### config.mk
export PLATFORM = sky130hd
export DESIGN_NAME = pipe_stage_reg
export DESIGN_NICKNAME = d
export VERILOG_FILES = /design/src/rtl/pipe_pkg.sv /design/src/rtl/pipe_stage_reg.sv
export SDC_FILE = /design/constraint.sdc
export NUM_CORES = 1
export LEC_CHECK = 0
export ABC_AREA = 1
export CORE_UTILIZATION = 47
export CTS_BUF_LIST = sky130_fd_sc_hd__clkbuf_4 sky130_fd_sc_hd__clkbuf_8
export CTS_CLUSTER_DIAMETER = 80
export DETAILED_ROUTE_END_ITERATION = 6
export PLACE_DENSITY = 0.86
export SYNTH_ARGS = -nofsm -noshare
export SYNTH_HDL_FRONTEND = slang
export SYNTH_SLANG_ARGS = --single-unit
### constraint.sdc
create_clock -name clk -period 1.2 [get_ports clk]
set_input_delay 0.12 -clock clk [delete_from_list [all_inputs] [get_ports clk]]
set_output_delay 0.12 -clock clk [all_outputs]
set_load 0.005 [all_outputs]
### src/rtl/pipe_pkg.sv
// Shared pipeline constants: datapath widths and per-stage payload sizes.
// Payload pack/unpack lives in the stages that instantiate the stage register.
package pipe_pkg;

  localparam int XLEN       = 64;
  localparam int RD_W       = 5;
  localparam int LS_INFO_W  = 11;
  localparam int OPC_INFO_W = 12;
  localparam int COMMIT_W   = 161;

  localparam int IFID_DATA_W  = XLEN * 2;
  localparam int IDEX_DATA_W  = XLEN * 3 + LS_INFO_W
                              + OPC_INFO_W + COMMIT_W;
  localparam int EXMEM_DATA_W = XLEN * 3 + LS_INFO_W
                              + OPC_INFO_W + COMMIT_W;
  localparam int MEMWB_DATA_W = XLEN * 2 + COMMIT_W;

endpackage

### src/rtl/pipe_stage_reg.sv
// Stage boundary register: valid/ready handshake over a DEPTH-entry skid ring.
// rd/wen ride beside the payload so empty or flushed slots never write back.
module pipe_stage_reg
  import pipe_pkg::*;
#(
  parameter int DATA_W         = XLEN,
  parameter int RD_W           = pipe_pkg::RD_W,
  parameter int DEPTH          = 2,
  parameter int READY_PASS     = 0,
  parameter int CLEAR_ON_FLUSH = 1,
  localparam int CW            = $clog2(DEPTH + 1)
) (
  input  logic              clk,
  input  logic              rst,
  input  logic              flush,
  input  logic              in_valid,
  output logic              in_ready,
  input  logic [DATA_W-1:0] in_data,
  input  logic [RD_W-1:0]   in_rd,
  input  logic              in_wen,
  output logic              out_valid,
  input  logic              out_ready,
  output logic [DATA_W-1:0] out_data,
  output logic [RD_W-1:0]   out_rd,
  output logic              out_wen,
  output logic [CW-1:0]     count
);

  localparam int   PW    = (DEPTH > 1) ? $clog2(DEPTH) : 1;
  localparam logic RPASS = 1'(READY_PASS != 0);
  localparam logic CLR   = 1'(CLEAR_ON_FLUSH != 0);

  logic [DATA_W-1:0] data_q [DEPTH];
  logic [DATA_W-1:0] data_d [DEPTH];
  logic [RD_W-1:0]   rd_q   [DEPTH];
  logic [RD_W-1:0]   rd_d   [DEPTH];
  logic              wen_q  [DEPTH];
  logic              wen_d  [DEPTH];
  logic [PW-1:0]     rp_q, rp_d;
  logic [PW-1:0]     wp_q, wp_d;
  logic [CW-1:0]     count_q, count_d;
  logic              full, empty;
  logic              push, pop;

  // Explicit compare so non-power-of-2 depths wrap correctly.
  function automatic logic [PW-1:0] nxt(input logic [PW-1:0] p);
    return (p == PW'(DEPTH - 1)) ? '0 : p + PW'(1);
  endfunction

  always_comb begin
    full      = (count_q == CW'(DEPTH));
    empty     = (count_q == '0);
    in_ready  = rst & (~full | (RPASS & out_ready));
    out_valid = ~empty;
    push      = in_valid & in_ready & ~flush;
    pop       = out_valid & out_ready & ~flush;
  end

  always_comb begin
    data_d  = data_q;
    rd_d    = rd_q;
    wen_d   = wen_q;
    rp_d    = rp_q;
    wp_d    = wp_q;
    count_d = count_q;
    if (flush) begin
      rp_d    = '0;
      wp_d    = '0;
      count_d = '0;
      if (CLR) begin
        for (int i = 0; i < DEPTH; i++) begin
          data_d[i] = '0;
          rd_d[i]   = '0;
          wen_d[i]  = 1'b0;
        end
      end
    end else begin
      // When full with push+pop, wp == rp: the freed head is rewritten.
      if (push) begin
        data_d[wp_q] = in_data;
        rd_d[wp_q]   = in_rd;
        wen_d[wp_q]  = in_wen;
        wp_d         = nxt(wp_q);
      end
      if (pop) rp_d = nxt(rp_q);
      if (push & ~pop) count_d = count_q + CW'(1);
      else if (pop & ~push) count_d = count_q - CW'(1);
    end
  end

  always_ff @(posedge clk or negedge rst) begin
    if (!rst) begin
      rp_q    <= '0;
      wp_q    <= '0;
      count_q <= '0;
      for (int i = 0; i < DEPTH; i++) begin
        data_q[i] <= '0;
        rd_q[i]   <= '0;
        wen_q[i]  <= 1'b0;
      end
    end else begin
      rp_q    <= rp_d;
      wp_q    <= wp_d;
      count_q <= count_d;
      data_q  <= data_d;
      rd_q    <= rd_d;
      wen_q   <= wen_d;
    end
  end

  always_comb begin
    out_data = data_q[rp_q];
    out_rd   = rd_q[rp_q];
    out_wen  = wen_q[rp_q] & out_valid;
    count    = count_q;
  end

endmodule
==> results.json <==
{
  "routed_wl_um": 25300,
  "numCtsBuffers": 17,
  "required_ns": 1.08,
  "power_density_nw_per_um2": 1440,
  "ioPinCount": 149,
  "drive_gt1_share_pct": 51.4,
  "fin_crit_sh_pct": 152,
  "synth.most_common_cell": "o21ai_0",
  "final_cells": 1133,
  "cts_tree": "yes",
  "first_global_vias": 5811,
  "wire_per_inst_um": 22.3,
  "synthArstFlopShare_pct": 100,
  "synth_ff_type": "dfrtp_1",
  "synth_area_um2": 6370,
  "rsz0062_at_grt": "true",
  "synth_edf_count": 0,
  "setup_violations": 217,
  "num_antenna_cells": 0,
  "port_buffers": 148,
  "hp-class": "input port to flip-flop",
  "place_inst": 1043,
  "post-route-util_pct": 83.1,
  "clk-insertion-delay-late_ns": 0.45,
  "ys_types": 23,
  "path_class": "flip-flop to output port",
  "fp.dieH_um": 118,
  "root_buffer": "clkbuf_8",
  "synthTopCellsByArea": "dfrtp_1 (57%), o21ai_0 (16%), inv_1 (8.5%), o22ai_1 (5.8%), nand2_1 (4.9%)",
  "viasPerCell": 5.90,
  "drcViolationCount": 0,
  "synth.avg_cell_area_um2": 8.81,
  "cp-start-kind": "flip-flop",
  "critPathArrivalTime_ns": 1.70,
  "end_kind": "output port",
  "hpwlAfterDp_um": 10800,
  "max_slew_margin_pct": 48.7,
  "p_leak_nw": 5.13,
  "switching_share_pct": 36.3,
  "clkSlewWorstSetupHoldPaths_ns": 0.08,
  "fp-row-count": 42,
  "drv_cap": 0,
  "yosysSeqAreaShare_pct": 56.6,
  "hold_violations": 0,
  "worstMarginPinSlew_ns": 0.769,
  "drv_slew": 0,
  "area_growth_pct": 72.8,
  "grt_usage_pct": 26.2,
  "synth_cells": 723,
  "violations": "negative setup slack",
  "p_switching_w": 0.00573,
  "p_seq_share_pct": 34.5,
  "antenna_found_initial": 0,
  "drtIter0Drc": 622,
  "grt_overflow": 0,
  "fin_ws_ns": -0.624,
  "design.core.area_um2": 13200,
  "fmax_ghz": 0.548,
  "skew_ns": 0.0114,
  "ir_drop_v": 0.000988,
  "die_w_um": 118,
  "start_util_pct": 48.1,
  "combPwrFrac_pct": 43.2,
  "pre_cts_slack_ns": -0.476,
  "grt_pass1_wl_um": 28900,
  "yosysWarnings": 0,
  "p_int_w": 0.0101,
  "drt_first_pass_iters": 5,
  "min_period_ns": 1.82,
  "grt_start_max_net_pins": 145,
  "clock_path_buffers": 2,
  "gp_congestion": 0.788,
  "syn-num-nets": 798,
  "holdWs_ns": 0.103,
  "htree_levels": 4,
  "num_vias": 6683,
  "clockPowerShare_pct": 22.3,
  "synth-seq-cells": 144,
  "ys_top_cells_by_count": "o21ai_0 (203), dfrtp_1 (144), inv_1 (144)",
  "synth_top_area_cell": "dfrtp_1",
  "crit_fanout": 7,
  "ant_nets": 0,
  "r2r_setup_slack_ns": -0.39,
  "cts.sinks": 144,
  "status": "complete, but fails checks",
  "finalNetCount": 1021,
  "synth_top_cell_area_share_pct": 56.6,
  "design.die.area_um2": 14000
}
==> metal layers <==
layer,share of wire [%],routed length (um),up-vias,GRT usage [%]
met1,38,9610,3297,35.3
met5,0,0,-,0
met4,3.8,956,0,9.89
li1,-,-,2839,-
met3,7.7,1940,107,5.31
met2,51,12800,440,42.1
==> layout by cell type, fill, tap and decap left out, drive strengths merged, types with 2 or more instances in the layout <==
master,instances
nand2,87
o22ai,69
clkdlybuf4s15,2
inv,148
dfrtp,144
clkinvlp,3
buf,135
nand3,2
nor2,5
clkbuf,62
clkdlybuf4s50,73
o21ai,216
clkinv,7
==> what timing repair did <==
action | in CTS | in global routing
gates cloned | 5 | 35
buffers inserted | 11 | 11
hold endpoints to repair | 144 | 0
gates resized for setup | 342 | 493
hold buffers | 1 | 0
endpoints found under the setup margin | 217 | 217
pin swaps | 3 | 32
==> power groups by stage <==
stage / clock [W] / combinational, W / sequential [W]
after floorplan: 0 / 0.00157 / 0.00542
after global placement: 0 / 0.00344 / 0.00551
after detailed placement: 0 / 0.00349 / 0.00553
after CTS: 0.00345 / 0.00435 / 0.00536
after global routing: 0.00372 / 0.00705 / 0.00548
final: 0.00352 / 0.00683 / 0.00545
==> flip-flops by register name, summed over array words and instances, names as in the netlist <==
name / count
data_q: 128
count: 2
rd_q: 10
wp_q: 1
wen_q: 2
rp_q: 1
==> worst paths after layout <==
check | from | endpoint | cells past startpoint
max in group asynchronous | rst | data_q[13]$_DFFE_PN0P_ | 3
max | rp_q$_DFFE_PN0P_ | out_data[43] | 4
min | rst | wp_q$_DFFE_PN0P_ | 4
min in group asynchronous | rst | data_q[35]$_DFFE_PN0P_ | 3
min reg2reg | data_q[5]$_DFFE_PN0P_ | data_q[5]$_DFFE_PN0P_ | 2
max reg2reg | count[0]$_DFFE_PN0P_ | data_q[126]$_DFFE_PN0P_ | 9
==> metrics by stage <==
stage	total power (W)	setup TNS (ns)	instance area, um^2
after floorplan	0.00700	-5.77	6390
after global placement	0.00895	-81.14	8400
after detailed placement	0.00903	-84.27	8400
after CTS	0.0132	-64.59	9180
after global routing	0.0162	-92.38	11000
final	0.0158	-81.14	11000
==> worst max-delay path: stages, from the launching register on <==
cell and delay, ns:
dfrtp_4 0.52, buf_4 0.17, buf_4 0.16, o21ai_2 0.17, clkdlybuf4s15_2 0.23
==> cell type report <==
cell class                      count  area (um^2)
Timing Repair Buffer              252         2900
Clock buffer                       21          289
Fill cell                         669         2240
Sequential cell                   144         3610
Clock inverter                      9         60.1
Multi-Input combinational cell    382         3340
Inverter                          148          583
Tap cell                          176          220
Timing Repair inverter              1         11.3
==> cells by family after synthesis <==
kind of cell           share of synthesized area, %
AO/OA/AOI/OAI                                  24.9
buffers and inverters                          12.3
flip-flops                                     56.6
AND/OR/NAND/NOR                                6.17
(Power assumes the default switching activity.)
